===== src/rtl/div_seq_32b_pkg.sv =====
// Shared constants and helpers for the sequential 32-bit restoring divider.
package div_seq_32b_pkg;

  localparam int WIDTH = 32;
  localparam int CNT_W = 5;

  // Count value seen on the final ITER edge before moving to FIX.
  localparam logic [CNT_W-1:0] LAST_ITER = 5'd31;

  // Controller state encoding (2 bits, kept as plain constants).
  localparam logic [1:0] ST_IDLE = 2'd0;
  localparam logic [1:0] ST_ITER = 2'd1;
  localparam logic [1:0] ST_FIX  = 2'd2;

  // Two's complement negation, used for operand magnitude and result sign fix-up.
  function automatic logic [WIDTH-1:0] twos_neg(input logic [WIDTH-1:0] x);
    return ~x + {{(WIDTH-1){1'b0}}, 1'b1};
  endfunction

  // Magnitude of a value that is signed only when is_sgn is set.
  function automatic logic [WIDTH-1:0] magnitude(input logic [WIDTH-1:0] x,
                                                 input logic             is_sgn);
    return (is_sgn && x[WIDTH-1]) ? twos_neg(x) : x;
  endfunction

endpackage


===== src/rtl/div_seq_32b_sub.sv =====
// 32-bit ripple subtractor: O = A - B - C_in, C_out is the borrow out of bit 31,
// V flags signed overflow. This is the single arithmetic resource of the divider.
module sub_32b (
  input  logic [31:0] A,
  input  logic [31:0] B,
  input  logic        C_in,
  output logic [31:0] O,
  output logic        C_out,
  output logic        V
);

  logic [31:0] diff;
  logic        borrow;

  // Bit-serial borrow chain from LSB to MSB.
  always_comb begin
    // NOTE: blocking assignments here so each bit sees the borrow just produced
    // by the bit below it; a non-blocking chain would read stale values.
    borrow = C_in;
    diff   = '0;
    for (int i = 0; i < 32; i++) begin
      diff[i] = A[i] ^ B[i] ^ borrow;
      borrow  = (~A[i] & B[i]) | (~(A[i] ^ B[i]) & borrow);
    end
    O     = diff;
    C_out = borrow;
    V     = (A[31] ^ B[31]) & (diff[31] ^ A[31]);
  end

endmodule


===== src/rtl/div_seq_32b.sv =====
// Multi-cycle restoring divider for the HI/LO divide path (div/divu).
// One shared subtractor is stepped over 32 iterations; signed operation divides
// magnitudes and fixes the signs of quotient and remainder in a final FIX cycle.
module div_seq_32b #(
  parameter int WIDTH = 32,
  parameter int CNT_W = 5
) (
  input  logic             clk,
  input  logic             rst_n,
  input  logic             start,
  input  logic             cancel,
  input  logic             is_signed,
  input  logic [WIDTH-1:0] dividend,
  input  logic [WIDTH-1:0] divisor,
  output logic             busy,
  output logic             done,
  output logic [WIDTH-1:0] quotient,
  output logic [WIDTH-1:0] remainder,
  output logic             div_zero
);

  import div_seq_32b_pkg::*;

  logic [1:0]       state_q, state_d;
  logic [CNT_W-1:0] cnt_q, cnt_d;
  logic [WIDTH-1:0] q_q, q_d;       // dividend shifting out / quotient shifting in
  logic [WIDTH-1:0] d_q, d_d;       // divisor magnitude
  logic [WIDTH-1:0] r_q, r_d;       // partial remainder
  logic             neg_quo_q, neg_quo_d;
  logic             neg_rem_q, neg_rem_d;
  logic             zero_q, zero_d;
  logic [WIDTH-1:0] quotient_q, quotient_d;
  logic [WIDTH-1:0] remainder_q, remainder_d;
  logic             div_zero_q, div_zero_d;
  logic             done_q, done_d;

  logic [WIDTH-1:0] shift_val;      // partial remainder shifted left with next dividend bit
  logic [WIDTH-1:0] sub_diff;
  logic             sub_borrow;
  logic             sub_v_unused;

  // The partial remainder stays below 2^31 before every shift, so dropping r_q[31]
  // here loses nothing.
  assign shift_val = {r_q[WIDTH-2:0], q_q[WIDTH-1]};

  sub_32b u_sub (
    .A     (shift_val),
    .B     (d_q),
    .C_in  (1'b0),
    .O     (sub_diff),
    .C_out (sub_borrow),
    .V     (sub_v_unused)
  );

  // Next-state and datapath control for IDLE -> ITER (x32) -> FIX -> IDLE.
  always_comb begin
    // NOTE: every _d starts as its _q (done as 0) so no path leaves a signal
    // unassigned, which would otherwise infer a latch.
    state_d     = state_q;
    cnt_d       = cnt_q;
    q_d         = q_q;
    d_d         = d_q;
    r_d         = r_q;
    neg_quo_d   = neg_quo_q;
    neg_rem_d   = neg_rem_q;
    zero_d      = zero_q;
    quotient_d  = quotient_q;
    remainder_d = remainder_q;
    div_zero_d  = div_zero_q;
    done_d      = 1'b0;

    case (state_q)
      ST_IDLE: begin
        if (start && !cancel) begin
          state_d   = ST_ITER;
          q_d       = magnitude(dividend, is_signed);
          d_d       = magnitude(divisor, is_signed);
          r_d       = '0;
          cnt_d     = '0;
          neg_quo_d = is_signed & (dividend[WIDTH-1] ^ divisor[WIDTH-1]);
          neg_rem_d = is_signed & dividend[WIDTH-1];
          zero_d    = (divisor == '0);
        end
      end

      ST_ITER: begin
        if (cancel) begin
          state_d = ST_IDLE;
        end else begin
          if (!sub_borrow) begin
            r_d = sub_diff;
            q_d = {q_q[WIDTH-2:0], 1'b1};
          end else begin
            r_d = shift_val;
            q_d = {q_q[WIDTH-2:0], 1'b0};
          end
          cnt_d = cnt_q + 1'b1;
          if (cnt_q == LAST_ITER) begin
            state_d = ST_FIX;
          end
        end
      end

      ST_FIX: begin
        state_d = ST_IDLE;
        if (!cancel) begin
          quotient_d  = neg_quo_q ? twos_neg(q_q) : q_q;
          remainder_d = neg_rem_q ? twos_neg(r_q) : r_q;
          div_zero_d  = zero_q;
          done_d      = 1'b1;
        end
      end

      default: state_d = ST_IDLE;
    endcase
  end

  // State and result registers, all cleared by the asynchronous reset.
  always_ff @(posedge clk or negedge rst_n) begin
    if (!rst_n) begin
      state_q     <= ST_IDLE;
      cnt_q       <= '0;
      q_q         <= '0;
      d_q         <= '0;
      r_q         <= '0;
      neg_quo_q   <= 1'b0;
      neg_rem_q   <= 1'b0;
      zero_q      <= 1'b0;
      quotient_q  <= '0;
      remainder_q <= '0;
      div_zero_q  <= 1'b0;
      done_q      <= 1'b0;
    end else begin
      // NOTE: non-blocking so every register updates from the same pre-edge values.
      state_q     <= state_d;
      cnt_q       <= cnt_d;
      q_q         <= q_d;
      d_q         <= d_d;
      r_q         <= r_d;
      neg_quo_q   <= neg_quo_d;
      neg_rem_q   <= neg_rem_d;
      zero_q      <= zero_d;
      quotient_q  <= quotient_d;
      remainder_q <= remainder_d;
      div_zero_q  <= div_zero_d;
      done_q      <= done_d;
    end
  end

  assign busy      = (state_q == ST_ITER) || (state_q == ST_FIX);
  assign done      = done_q;
  assign quotient  = quotient_q;
  assign remainder = remainder_q;
  assign div_zero  = div_zero_q;

endmodule


===== config.mk =====
export PLATFORM = sky130hd
export DESIGN_NAME = div_seq_32b
export DESIGN_NICKNAME = d
export VERILOG_FILES = /design/src/rtl/div_seq_32b_pkg.sv /design/src/rtl/div_seq_32b_sub.sv /design/src/rtl/div_seq_32b.sv
export SDC_FILE = /design/constraint.sdc
export NUM_CORES = 1
export LEC_CHECK = 0
export CAP_MARGIN = 20
export CELL_PAD_IN_SITES_DETAIL_PLACEMENT = 1
export CELL_PAD_IN_SITES_GLOBAL_PLACEMENT = 2
export CORE_MARGIN = 3
export CORE_UTILIZATION = 37
export CTS_CLUSTER_DIAMETER = 150
export CTS_CLUSTER_SIZE = 40
export DETAILED_ROUTE_END_ITERATION = 6
export HOLD_SLACK_MARGIN = 0.05
export PLACE_DENSITY_LB_ADDON = 0.1
export SKIP_CTS_REPAIR_TIMING = 1
export SLEW_MARGIN = 20
export SYNTH_ARGS = -nofsm -noshare
export SYNTH_HDL_FRONTEND = slang
export SYNTH_SLANG_ARGS = --single-unit

===== constraint.sdc =====
create_clock -name clk -period 19.2 [get_ports clk]
set_clock_uncertainty 0.05 [all_clocks]
set_input_delay 2.88 -clock clk [delete_from_list [all_inputs] [get_ports clk]]
set_output_delay 2.88 -clock clk [all_outputs]
set_load 0.01 [all_outputs]

## After elaboration in Yosys (flattened, before gate mapping)

Index checks and enable logic that the tools add are counted.

- Add/sub/neg operators: 5
- Equality and inequality tests: 6
- Muxes and demuxes: 21
- Bitwise operators: 228
- Reduce and logical (&&, ||, !) cells: 12

Operators with widths:

| cell | count |
|---|---|
| $mux 32 | 9 |
| $add 32x1->32 const B | 4 |
| $not 32->32 | 4 |
| $pmux 32 s2 | 2 |
| $and 1x1->1 | 65 |
| $not 1->1 | 64 |
| $xor 1x1->1 | 64 |
| $logic_not 32->1 | 1 |
| $or 1x1->1 | 31 |
| $mux 5 | 2 |
| $pmux 5 s2 | 1 |
| $mux 2 | 3 |
| $reduce_and 2->1 | 3 |
| $add 5x1->5 const B | 1 |
| $eq 5x5->1 const B | 1 |
| $ne 2x2->1 const B | 2 |
| $pmux 2 s2 | 1 |
| $logic_and 1x1->1 | 3 |
| $mux 1 | 3 |
| $ne 3x3->1 const B | 1 |
| $reduce_and 3->1 | 1 |
| $eq 2x1->1 const B | 1 |
| $eq 2x2->1 const B | 1 |
| $logic_not 2->1 | 1 |
| other kinds (3) | 3 |

- Register bits after elaboration: 172
- Bits of input ports: 69
- Output and inout port bits: 67
- Logic and storage cells: 284

## Logic depth before layout (Yosys ltp)

Gate-level depths: netlist (run 1).

- Word-level depth: 67
- Gate-level depth with buffers: 41
- Mapped depth without buffers: 39

## Hierarchy

From an unflattened synthesis (run 1), not the netlist that was laid out.

- Cell total of the unflattened synthesis: 1211
- Area total of the unflattened synthesis: 10969.3 um2

Modules (own cells, without submodules):

| module | times used | cells an instance | area each (um2) | seq. area each (um2) |
|---|---|---|---|---|
| div_seq_32b | 1 | 1109 | 10052.1 | 4304.1 |
| sub_32b | 1 | 102 | 917.1 | 0.0 |

## Least setup slack after synthesis (run 1)

Ideal clock, no wire load.

- Path type: reg2reg
- Start: reg q_q[31]
- End: reg r_q[25]
- Library setup time: 0.134 ns
- Data arrival time: 12.954 ns
- Slack: 6.062 ns
- Cell stages (with the launch flop): 41
- Buffers on the path: 2
- Clock period less this slack: 13.138 ns
- Cell sequence: dfrtp_1 -> inv_1 -> ha_1 -> inv_1 -> fa_1 -> inv_1 -> fa_1 -> inv_1 -> fa_1 -> fa_1 -> fa_1 -> fa_1 -> fa_1 -> fa_1 -> fa_1 -> fa_1 -> fa_1 -> fa_1 -> (+5 left out) -> fa_1 -> fa_1 -> fa_1 -> fa_1 -> fa_1 -> fa_1 -> fa_1 -> fa_1 -> fa_1 -> fa_1 -> fa_1 -> fa_1 -> fa_1 -> fa_1 -> clkbuf_1 -> clkbuf_1 -> mux2i_1 -> o21ai_0

- Longest elaborated chain between the ends: 67
- Elaborated cells on any way between the ends: 68

Ends and longest elaborated chain:

| element | line | RTL |
|---|---|---|
| from (decl) | div_seq_32b.sv:26 | `logic [WIDTH-1:0] q_q, q_d;` |
| from (signal assigned) | div_seq_32b.sv:137 | `q_q <= q_d;` |
| $not 1->1 (*) | div_seq_32b_sub.sv:23 | `borrow = (~A[i] & B[i]) \| (~(A[i] ^ B[i]) & borrow);` |
| $and 1x1->1 (*) (2 in series) | div_seq_32b_sub.sv:23 |  |
| $or 1x1->1 (*) | div_seq_32b_sub.sv:23 |  |
| $and 1x1->1 (*) | div_seq_32b_sub.sv:23 |  |
| $or 1x1->1 (*) | div_seq_32b_sub.sv:23 |  |
| $and 1x1->1 (*) | div_seq_32b_sub.sv:23 |  |
| $or 1x1->1 (*) | div_seq_32b_sub.sv:23 |  |
| $and 1x1->1 (*) | div_seq_32b_sub.sv:23 |  |
| (+50 left out) | - |  |
| $or 1x1->1 | div_seq_32b_sub.sv:23 |  |
| $and 1x1->1 | div_seq_32b_sub.sv:23 |  |
| $or 1x1->1 | div_seq_32b_sub.sv:23 |  |
| $and 1x1->1 | div_seq_32b_sub.sv:23 |  |
| $or 1x1->1 | div_seq_32b_sub.sv:23 |  |
| $mux 32 (*) | div_seq_32b.sv:90 | `if (!sub_borrow) begin` |
| $mux 32 (*) | div_seq_32b.sv:87 | `if (cancel) begin` |
| $pmux 32 s2 (*) | div_seq_32b.sv:72 | `case (state_q)` |
| to (signal assigned) | div_seq_32b.sv:139 | `r_q <= r_d;` |
| to (decl) | div_seq_32b.sv:28 | `logic [WIDTH-1:0] r_q, r_d;` |

Every way passes the cells marked *; elsewhere a longest branch is shown, timed or not. The select of a mux whose other input is x is not followed.
A chain may end at the register's enable or synchronous reset.

## Worst setup path after layout (run 1)

- Start: reg q_q[31]
- End: reg r_q[2]

- Longest elaborated chain between the ends: 67
- Elaborated cells on any way between the ends: 68

Ends and longest elaborated chain:

| element | line |
|---|---|
| $not 1->1 (*) | div_seq_32b_sub.sv:23 |
| $and 1x1->1 (*) (2 in series) | div_seq_32b_sub.sv:23 |
| $or 1x1->1 (*) | div_seq_32b_sub.sv:23 |
| $and 1x1->1 | div_seq_32b_sub.sv:23 |
| $or 1x1->1 | div_seq_32b_sub.sv:23 |
| $and 1x1->1 | div_seq_32b_sub.sv:23 |
| $or 1x1->1 | div_seq_32b_sub.sv:23 |
| $and 1x1->1 | div_seq_32b_sub.sv:23 |
| (+50 left out) | - |
| $or 1x1->1 | div_seq_32b_sub.sv:23 |
| $and 1x1->1 | div_seq_32b_sub.sv:23 |
| $or 1x1->1 | div_seq_32b_sub.sv:23 |
| $and 1x1->1 | div_seq_32b_sub.sv:23 |
| $or 1x1->1 | div_seq_32b_sub.sv:23 |
| $mux 32 (*) | div_seq_32b.sv:90 |
| $mux 32 (*) | div_seq_32b.sv:87 |
| $pmux 32 s2 (*) | div_seq_32b.sv:72 |

Marked as above.

==> summary.md, run 1 <==
| Metric | Value |
|---|---|
| Iter 0 DRT Violations | `552` |
| Post-synth top area share | `41.4%` |
| Layout cells sized above 1 | `4.80%` |
| Antenna violations before repair | `0` |
| Final HPWL DP | `21400 µm` |
| Worst-Skew Late Latency | `430 ps` |
| Finished Cell Area | `0.0127 mm²` |
| Synth top area cells | `dfrtp_1, o21ai_0, nand2_1` |
| Yosys reg bits | `172` |
| Endpoint type of the worst setup path | `flip-flop` |
| Global route overflow | `0` |
| Final hold vios | `0` |
| Post-Synthesis Cells | `1137` |
| Max-slew violation count | `0` |
| CORE AREA | `0.0273 mm²` |
| First-pass GRT wire length | `48300 µm` |
| Placed Area | `0.0120 mm²` |
| HP Class | `flip-flop to flip-flop` |
| Gr usage total | `19.6%` |
| Average cell area after synthesis | `9.13 µm²` |
| Setup TNS | `0 ps` |
| Ys flop type | `dfrtp_1` |
| TritonRoute pass-1 iters | `4` |
| Die Y | `174 µm` |
| Outcome | `complete, no violations` |
| Max VDD drop | `71.6 µV` |
| Sequential area share after synthesis | `41.4%` |
| CTS Sinks | `172` |
| Crit path top cell by count | `fa_1` |
| Area of the multi-input gates | `0.00560 mm²` |
| CP max stage delay | `760 ps` |
| Leakage | `5.26 nW` |
| Routed wire per std cell | `18.0 µm` |
| RSZ-0062 raised after global routing | `false` |
| Die W | `174 µm` |
| Slew headroom | `27.0%` |
| TritonCTS clock tree | `yes` |
| Critical path class | `flip-flop to flip-flop` |
| Total Routed Length | `29100 µm` |
| Number of global-route vias before repair | `8443` |
| Slowest CP cell | `fa_2` |
| CP arrival | `14140 ps` |
| EDFF count, synth | `0` |
| CTS Buf Count | `17` |
| DRT antenna net count | `0` |
| Vias per std cell | `5.21` |
| Layout fillers | `3121` |
| Die ar. | `0.0301 mm²` |
| Final-report setup violation count | `0` |
| I/O pin cnt | `136` |
| Largest net degree at the start of global routing | `127` |
| Starting Density | `38.1%` |
| Area growth syn-to-layout | `22.0%` |
| Biggest area consumer among synthesized cells | `dfrtp_1` |
| GPL Wtd Cong | `0.787` |
| Post-Synthesis Cell Area | `0.0104 mm²` |
| H-tree Lvls | `4` |
| FF+latch area | `0.00430 mm²` |
| Crit Path Max Fanout | `34` |
| Fin crit period | `13880 ps` |
| Crit start category | `flip-flop` |
| Root buf cell | `clkbuf_16` |
| # diodes | `0` |
| CTS max path bufs | `2` |
| PortBufs | `135` |
| DR vias | `8454` |
| Rows | `60` |
| FFs w/ async S/R, synth | `100%` |
| Worst-margin pin slew | `1090 ps` |
| F_max | `72.1 MHz` |
| Final Cycle Share | `72.3%` |
| Number of distinct library cells after synthesis | `50` |
| Nets | `1347` |
| PwrDens | `109 mW/mm²` |
| CTS clk-pin slew, worst paths | `70 ps` |
| Yosys warns | `0` |
| DRC violations left | `0` |
| WP data required | `19460 ps` |
| MaxCap Viol Count | `0` |
| Syn_nets | `1247` |
==> placed cells by master (no fill, tap or decap), types with 4 or more instances in the layout <==
master	n
and3_1	13
buf_4	11
mux2i_1	46
clkdlybuf4s50_1	134
or2_2	4
nand4_1	7
o21ai_1	5
o31ai_1	27
nand2_1	182
inv_6	7
nor2_1	37
xnor2_1	34
clkbuf_16	17
a21oi_1	34
or3_1	15
a22o_1	5
nand3b_1	6
a41oi_1	5
dfrtp_1	172
o22ai_1	7
o41ai_2	4
o221ai_1	5
fa_1	30
ha_1	10
nand3_1	11
o41ai_1	20
o21ai_0	162
nor4_1	19
or4_1	6
xor2_1	77
inv_1	59
a31oi_1	17
nor3_1	21
==> synth_stat cells, drive strengths merged, types with 5 or more instances <==
master / count
a21oi: 34
a22o: 5
a31oi: 17
a41oi: 5
and3: 13
buf: 8
clkbuf: 58
dfrtp: 172
fa: 31
ha: 10
inv: 59
mux2i: 46
nand2: 182
nand3: 11
nand3b: 6
nand4: 7
nor2: 37
nor3: 21
nor4: 20
o21ai: 167
o221ai: 5
o22ai: 7
o31ai: 27
o41ai: 24
or3: 15
or4: 9
xnor2: 34
xor2: 77
==> metrics by stage <==
| stage | power (mW) | worst slack (ps) | utilization (%) | cells | hold WS, ps |
|---|---|---|---|---|---|
| after global placement | 1.01 | 5520 | 44.2 | 1590 | 409 |
| final | 1.38 | 5320 | 46.5 | 1622 | 428 |
| after detailed placement | 1.02 | 5470 | 44.2 | 1590 | 417 |
| after global routing | 1.49 | 4830 | 46.5 | 1622 | 458 |
| after CTS | 1.40 | 5330 | 46.5 | 1622 | 433 |
| after floorplan | 0.845 | 6060 | - | 1137 | 389 |
==> layer usage <==
layer | track usage, % | vias to the layer above | routed length (µm)
met2 | 24.5 | 161 | 11000
met1 | 34.3 | 4093 | 16800
li1 | - | 4185 | -
met4 | 3.82 | 0 | 239
met5 | 0 | - | 0
met3 | 2.98 | 15 | 1100
==> state kept, by name, indices dropped and copies added, names as in the netlist <==
name / cells
q_q: 32
done: 1
cnt_q: 5
state_q: 2
div_zero: 1
quotient: 32
neg_quo_q: 1
r_q: 32
neg_rem_q: 1
d_q: 32
remainder: 32
zero_q: 1
==> path summary, 6_finish.rpt <==
kind                                            from                         to  slack [ps]  cells after the start
setup / recovery                 q_q[31]$_DFFE_PN0P_         r_q[2]$_DFFE_PN0P_        5320                     38
setup reg to reg                 q_q[31]$_DFFE_PN0P_         r_q[2]$_DFFE_PN0P_        5320                     38
max in group asynchronous                      rst_n        q_q[21]$_DFFE_PN0P_       15550                      2
hold reg to reg            remainder[14]$_DFFE_PN0P_  remainder[14]$_DFFE_PN0P_         430                      2
hold / removal             remainder[14]$_DFFE_PN0P_  remainder[14]$_DFFE_PN0P_         430                      2
min in group asynchronous                      rst_n  remainder[14]$_DFFE_PN0P_        2350                      1
==> where the power goes <==
part | total (mW) | leakage (nW) | switching, mW | internal, mW
sequential | 0.532 | 2.29 | 0.0984 | 0.434
clock | 0.372 | 0.302 | 0.161 | 0.211
combinational | 0.481 | 2.67 | 0.297 | 0.184
==> cells by family (layout without fill, tap and decap cells) <==
group / count (synthesis) / count (layout) / synth area share [%]
compound gates: 302 / 302 / 17.5
xor+xnor: 111 / 111 / 9.36
fa+ha+maj: 41 / 41 / 7.18
buf+inv: 126 / 239 / 4.71
flops: 172 / 172 / 41.4
mux: 47 / 47 / 4.54
simple gates: 338 / 338 / 15.2
==> cell type report <==
type,instances,area share [%]
Clock inverter,15,1.58
Sequential cell,172,34.0
Timing Repair Buffer,147,11.4
Tap cell,372,3.67
Multi-Input combinational cell,839,44.2
Inverter,60,1.78
Clock buffer,17,3.36
==> worst max-delay path, delay by kind of cell, from the launching register on <==
kind	cells	cell delay, ps
compound gates	1	230
fa+ha+maj	32	12530
buf+inv	4	260
flops	1	400
mux	1	240
(Power assumes the default switching activity.)
==> run 2: changes to the inputs <==
- CORE_UTILIZATION: 37 -> 31
- clock period: 19.2 -> 11.61 ns (I/O delays scaled with it)
==> summary.md, run 2 (synthesized netlist as in run 1, its figures left out) <==
| Metric | Value |
|---|---|
| Die Y | `189 µm (was 174 µm)` |
| Switching Fraction | `41.1% (was 40.2%)` |
| Fin crit period | `12150 ps (was 13880 ps)` |
| Layout cells sized above 1 | `8.19% (was 4.80%)` |
| Layout fillers | `3819 (was 3121)` |
| Most frequent cells in the layout | `nand2_1, dfrtp_1, o21ai_0, clkdlybuf4s50_1, xor2_1 (unchanged)` |
| R2R Path Start | `q_q[31]$_DFFE_PN0P_ (unchanged)` |
| Slew headroom | `30.0% (was 27.0%)` |
| Critical path class | `flip-flop to flip-flop (unchanged)` |
| Root buf cell | `clkbuf_16 (unchanged)` |
| Worst-margin pin slew | `1050 ps (was 1090 ps)` |
| CP arrival | `12390 ps (was 14140 ps)` |
| HP Class | `flip-flop to flip-flop (unchanged)` |
| H-tree Lvls | `4 (unchanged)` |
| Rows | `66 (was 60)` |
| CTS max path bufs | `2 (unchanged)` |
| Final Cycle Share | `105% (was 72.3%)` |
| DRT antenna net count | `0 (unchanged)` |
| Depth of the worst hold-timing path | `2 (unchanged)` |
| Iter 0 DRT Violations | `384 (was 552)` |
| Worst setup margin | `-539 ps (was 5320 ps)` |
| Largest net degree at the start of global routing | `83 (was 127)` |
| PwrDens | `176 mW/mm² (was 109 mW/mm²)` |
| Comb pwr share | `36.5% (was 34.7%)` |
| GPL Wtd Cong | `0.764 (was 0.787)` |
| Final HPWL DP | `23100 µm (was 21400 µm)` |
| Crit Path Max Fanout | `17 (was 34)` |
| Endpoint type of the worst setup path | `flip-flop (unchanged)` |
| I/O pin cnt | `136 (unchanged)` |
| Die W | `189 µm (was 174 µm)` |
| Final hold vios | `0 (unchanged)` |
| Routed wire per std cell | `18.1 µm (was 18.0 µm)` |
| WP data required | `11850 ps (was 19460 ps)` |
| MaxCap Viol Count | `0 (unchanged)` |
| CTS Sinks | `172 (unchanged)` |
| TritonCTS clock tree | `yes (unchanged)` |
| NetSw | `0.927 mW (was 0.556 mW)` |
| Global route overflow | `0 (unchanged)` |
| Max-slew violation count | `0 (unchanged)` |
| DRC violations left | `0 (unchanged)` |
| Cell depth of the worst flop-to-flop path | `39 (was 38)` |
| Outcome | `finished with violations (was complete, no violations)` |
| Min-delay src | `remainder[9]$_DFFE_PN0P_ (was remainder[14]$_DFFE_PN0P_)` |
| Vias per std cell | `4.98 (was 5.21)` |
| Worst-Skew Late Latency | `440 ps (was 430 ps)` |
| Die ar. | `0.0357 mm² (was 0.0301 mm²)` |
| Internal power | `1.33 mW (was 0.828 mW)` |
| Leading cell type in the layout, fill and taps excluded | `nand2_1 (unchanged)` |
| Slowest CP cell | `fa_2 (unchanged)` |
| PortBufs | `135 (unchanged)` |
| WHS Endpoint | `remainder[9]$_DFFE_PN0P_ (was remainder[14]$_DFFE_PN0P_)` |
| CP max stage delay | `400 ps (was 760 ps)` |
| Terminus of the critical flop-to-flop path | `r_q[28]$_DFFE_PN0P_ (was r_q[2]$_DFFE_PN0P_)` |
| Gr usage total | `17.7% (was 19.6%)` |
| Crit start category | `flip-flop (unchanged)` |
| Area growth syn-to-layout | `23.6% (was 22.0%)` |
| CTS Buf Count | `17 (unchanged)` |
| DR vias | `8473 (was 8454)` |
| Total Routed Length | `30800 µm (was 29100 µm)` |
| Antenna violations before repair | `0 (unchanged)` |
| Crit path top cell by count | `fa_2 (was fa_1)` |
| Overall Power | `2.26 mW (was 1.38 mW)` |
| CTS clk-pin slew, worst paths | `70 ps (about the same)` |
| RSZ-0062 raised after global routing | `true (was false)` |
| First-pass GRT wire length | `50300 µm (was 48300 µm)` |
| Seq pwr share | `39.8% (was 38.4%)` |
| CORE AREA | `0.0328 mm² (was 0.0273 mm²)` |
| Nets | `1356 (was 1347)` |
| Leakage | `5.21 nW (was 5.26 nW)` |
| Max VDD drop | `111 µV (was 71.6 µV)` |
| Number of global-route vias before repair | `8517 (was 8443)` |
| Clk network pwr share | `23.6% (was 26.9%)` |
| F_max | `82.3 MHz (was 72.1 MHz)` |
| TritonRoute pass-1 iters | `4 (unchanged)` |
| Final-report setup violation count | `33 (was 0)` |
| Failing checks | `setup timing` |
| Reg-to-reg slack, setup | `-540 ps (was 5320 ps)` |
| Starting Density | `31.7% (was 38.1%)` |
| Placement Setup Slack | `-591 ps (was 5470 ps)` |
-- run 2: cell count changes in the layout (fill, tap and decap cells not counted), moves of 4 or more --
cell | before | now
clkinv_2 | 0 | 5
fa_2 | 1 | 31
inv_1 | 59 | 55
buf_4 | 11 | 19
fa_1 | 30 | 0
inv_2 | 0 | 4
inv_6 | 7 | 0
o21ai_1 | 5 | 27
o21ai_0 | 162 | 140
-- run 2: area by class of cell --
type	count	area, µm²	area share, %
diodes	1	2.50	0.0195
well taps	442	553	4.31
flip-flops and latches	172	4300	33.5
clock inverters	11	72.6	0.565
clock buffers	20	457	3.56
inverters	60	225	1.75
repair buffers	156	1530	11.9
multi-input cells	839	5690	44.4
-- run 2: how the worst max path moves through the flow --
stage                        start  slack [ps]  cells past startpoint                   to
2_1_floorplan  q_q[31]$_DFFE_PN0P_        -190                     40   r_q[1]$_DFFE_PN0P_
3_5_place_dp   q_q[31]$_DFFE_PN0P_        -590                     39   r_q[5]$_DFFE_PN0P_
4_1_cts        q_q[31]$_DFFE_PN0P_        -600                     39   r_q[5]$_DFFE_PN0P_
3_3_place_gp   q_q[31]$_DFFE_PN0P_        -440                     39   r_q[7]$_DFFE_PN0P_
6_report       q_q[31]$_DFFE_PN0P_        -540                     39  r_q[28]$_DFFE_PN0P_
5_1_grt        q_q[31]$_DFFE_PN0P_        -820                     39  r_q[31]$_DFFE_PN0P_
-- run 2: critical path, delay by kind of cell (launching register included) --
family / cells / cell delay (ps)
DFF: 1 / 390
muxes: 1 / 150
buffers and inverters: 5 / 390
AOI/OAI and AO/OA: 1 / 100
adders and majority gates: 32 / 10940
-- run 2: metrics by stage --
stage               instances  hold slack, ps  setup TNS (ps)  instance area, µm²  utilization (%)
detailed placement       1668             421          -17820               12300             37.5
global route             1700             447          -26170               12800             39.1
global placement         1668             413          -13080               12300             37.5
finish                   1701             429          -17050               12800             39.1
floorplan                1137             389           -5570               10500                -
CTS                      1699             435          -18280               12800             39.1
-- run 2: routing by layer --
metal,track usage [%],wire length (µm),vias up
met5,0,0,-
met2,22.6,11600,140
met3,2.63,966,17
met1,30.3,18000,4119
li1,-,-,4197
met4,3.70,277,0
-- run 2: power by group through the flow --
stage	registers, mW	logic [mW]	clock network, mW
global placement	0.904	0.816	0
detailed placement	0.907	0.834	0
floorplan	0.821	0.596	0
CTS	0.896	0.835	0.552
global route	0.920	0.951	0.576
finish	0.899	0.824	0.533
==> run 3: changes to the inputs <==
- ABC_CLOCK_PERIOD_IN_PS: not set -> 11610
- CORE_ASPECT_RATIO: not set -> 0.7
==> summary.md, run 3 (synthesized netlist as in run 1, its figures left out) <==
| Metric | Value |
|---|---|
| DR vias | `8528 (was 8473)` |
| Depth of the worst hold-timing path | `2 (unchanged)` |
| Critical path class | `flip-flop to flip-flop (unchanged)` |
| Slowest CP cell | `dfrtp_1 (was fa_2)` |
| Area of the multi-input gates | `0.00570 mm² (was 0.00569 mm²)` |
| Final-report setup violation count | `33 (unchanged)` |
| Placed Area | `0.0123 mm² (about the same)` |
| Nets | `1357 (was 1356)` |
| Crit Path Max Fanout | `27 (was 17)` |
| Die W | `225 µm (was 189 µm)` |
| Endpoint type of the worst setup path | `flip-flop (unchanged)` |
| Layout cells sized above 1 | `8.58% (was 8.19%)` |
| CTS max path bufs | `2 (unchanged)` |
| Worst-Skew Late Latency | `430 ps (was 440 ps)` |
| Outcome | `finished with violations (unchanged)` |
| MaxCap Viol Count | `0 (unchanged)` |
| RSZ-0062 raised after global routing | `true (unchanged)` |
| Final HPWL DP | `24500 µm (was 23100 µm)` |
| # diodes | `0 (was 1)` |
| Number of global-route vias before repair | `8688 (was 8517)` |
| Most frequent cells in the layout | `nand2_1, dfrtp_1, o21ai_0, clkdlybuf4s50_1, xor2_1 (unchanged)` |
| CTS Sinks | `172 (unchanged)` |
| CTS clk-pin slew, worst paths | `70 ps (about the same)` |
| CP max stage delay | `400 ps (about the same)` |
| Finished Cell Area | `0.0129 mm² (was 0.0128 mm²)` |
| FF+latch area | `0.00430 mm² (unchanged)` |
| Leakage | `5.26 nW (was 5.21 nW)` |
| CTS Buf Count | `17 (unchanged)` |
| CP arrival | `12450 ps (was 12390 ps)` |
| Final Cycle Share | `105% (about the same)` |
| Root buf cell | `clkbuf_16 (unchanged)` |
| Total Routed Length | `32800 µm (was 30800 µm)` |
| Die ar. | `0.0358 mm² (was 0.0357 mm²)` |
| GPL Wtd Cong | `0.768 (was 0.764)` |
| Largest net degree at the start of global routing | `104 (was 83)` |
| PwrDens | `183 mW/mm² (was 176 mW/mm²)` |
| I/O pin cnt | `136 (unchanged)` |
| F_max | `81.9 MHz (was 82.3 MHz)` |
| Worst-margin pin slew | `1100 ps (was 1050 ps)` |
| Worst Setup SP | `q_q[31]$_DFFE_PN0P_ (unchanged)` |
| Crit path top cell by count | `fa_2 (unchanged)` |
| First-pass GRT wire length | `52800 µm (was 50300 µm)` |
| Final Util | `39.5% (was 39.1%)` |
| Slew headroom | `26.5% (was 30.0%)` |
| Final hold vios | `0 (unchanged)` |
| Die Y | `159 µm (was 189 µm)` |
| Overall Power | `2.36 mW (was 2.26 mW)` |
| Min-delay src | `quotient[11]$_DFFE_PN0P_ (was remainder[9]$_DFFE_PN0P_)` |
| Rows | `55 (was 66)` |
| Starting Density | `31.8% (was 31.7%)` |
| Area growth syn-to-layout | `24.3% (was 23.6%)` |
| Vias per std cell | `5.06 (was 4.98)` |
| CORE AREA | `0.0327 mm² (was 0.0328 mm²)` |
| Iter 0 DRT Violations | `599 (was 384)` |
| Gr usage total | `18.8% (was 17.7%)` |
| DRC violations left | `0 (unchanged)` |
| TritonCTS clock tree | `yes (unchanged)` |
| TritonRoute pass-1 iters | `4 (unchanged)` |
| Failing checks | `setup timing (unchanged)` |
| HP Class | `flip-flop to flip-flop (unchanged)` |
| Worst setup margin | `-604 ps (was -539 ps)` |
| WP data required | `11840 ps (was 11850 ps)` |
| Max VDD drop | `101 µV (was 111 µV)` |
| Global route overflow | `0 (unchanged)` |
| Placement Setup Slack | `-563 ps (was -591 ps)` |
| Max-slew violation count | `0 (unchanged)` |
| PortBufs | `135 (unchanged)` |
| DRT antenna net count | `0 (unchanged)` |
| H-tree Lvls | `4 (unchanged)` |
| Setup TNS | `-17910 ps (was -17050 ps)` |
| Fin crit period | `12210 ps (was 12150 ps)` |
| Cell depth of the worst flop-to-flop path | `39 (unchanged)` |
| Leading cell type in the layout, fill and taps excluded | `nand2_1 (unchanged)` |
| Routed wire per std cell | `19.4 µm (was 18.1 µm)` |
| Layout fillers | `3749 (was 3819)` |
| Crit start category | `flip-flop (unchanged)` |
| Antenna violations before repair | `0 (unchanged)` |
| R2R Path Start | `q_q[31]$_DFFE_PN0P_ (unchanged)` |
[run 3: path summary, 6_finish.rpt]
path | slack, ps | to
max in group asynchronous | 8800 | q_q[31]$_DFFE_PN0P_
min in group asynchronous | 1330 | remainder[19]$_DFFE_PN0P_
worst max-delay path | -600 | r_q[27]$_DFFE_PN0P_
worst max register to register | -600 | r_q[27]$_DFFE_PN0P_
worst min register to register | 430 | quotient[11]$_DFFE_PN0P_
worst min-delay path | 430 | quotient[11]$_DFFE_PN0P_
[run 3: report_power, final]
part | internal, mW | total (mW) | switching, mW
combinational | 0.336 | 0.849 | 0.513
sequential | 0.717 | 0.913 | 0.197
clock | 0.345 | 0.599 | 0.254
[run 3: final cells by class]
type | instances | share of cell area, %
clock inverters | 13 | 1.30
multi-input cells | 839 | 44.2
flip-flops and latches | 172 | 33.3
clock buffers | 18 | 3.40
well taps | 427 | 4.14
repair buffers | 157 | 11.9
inverters | 60 | 1.74
[run 3: layer usage]
metal  share of wire, %  track usage (%)  vias up
met1                 60             33.4     4193
met2                 36             22.8      127
li1                   -                -     4196
met4               0.68             3.58        0
met5                  0                0        -
met3                3.0             2.54       12
[run 3: worst max-delay path: cells and delay by family, from the launching register on]
kind / cells / cell delay [ps]
adder cells (fa/ha/maj): 32 / 10940
buffers and inverters: 5 / 420
flip-flops: 1 / 400
multiplexers: 1 / 190
AO/OA/AOI/OAI: 1 / 100
[run 3: per-stage QoR]
| step | std cells | hold slack, ps |
|---|---|---|
| detailed placement | 1653 | 420 |
| finish | 1686 | 428 |
| CTS | 1684 | 435 |
| floorplan | 1137 | 389 |
| global route | 1686 | 459 |
| global placement | 1653 | 411 |
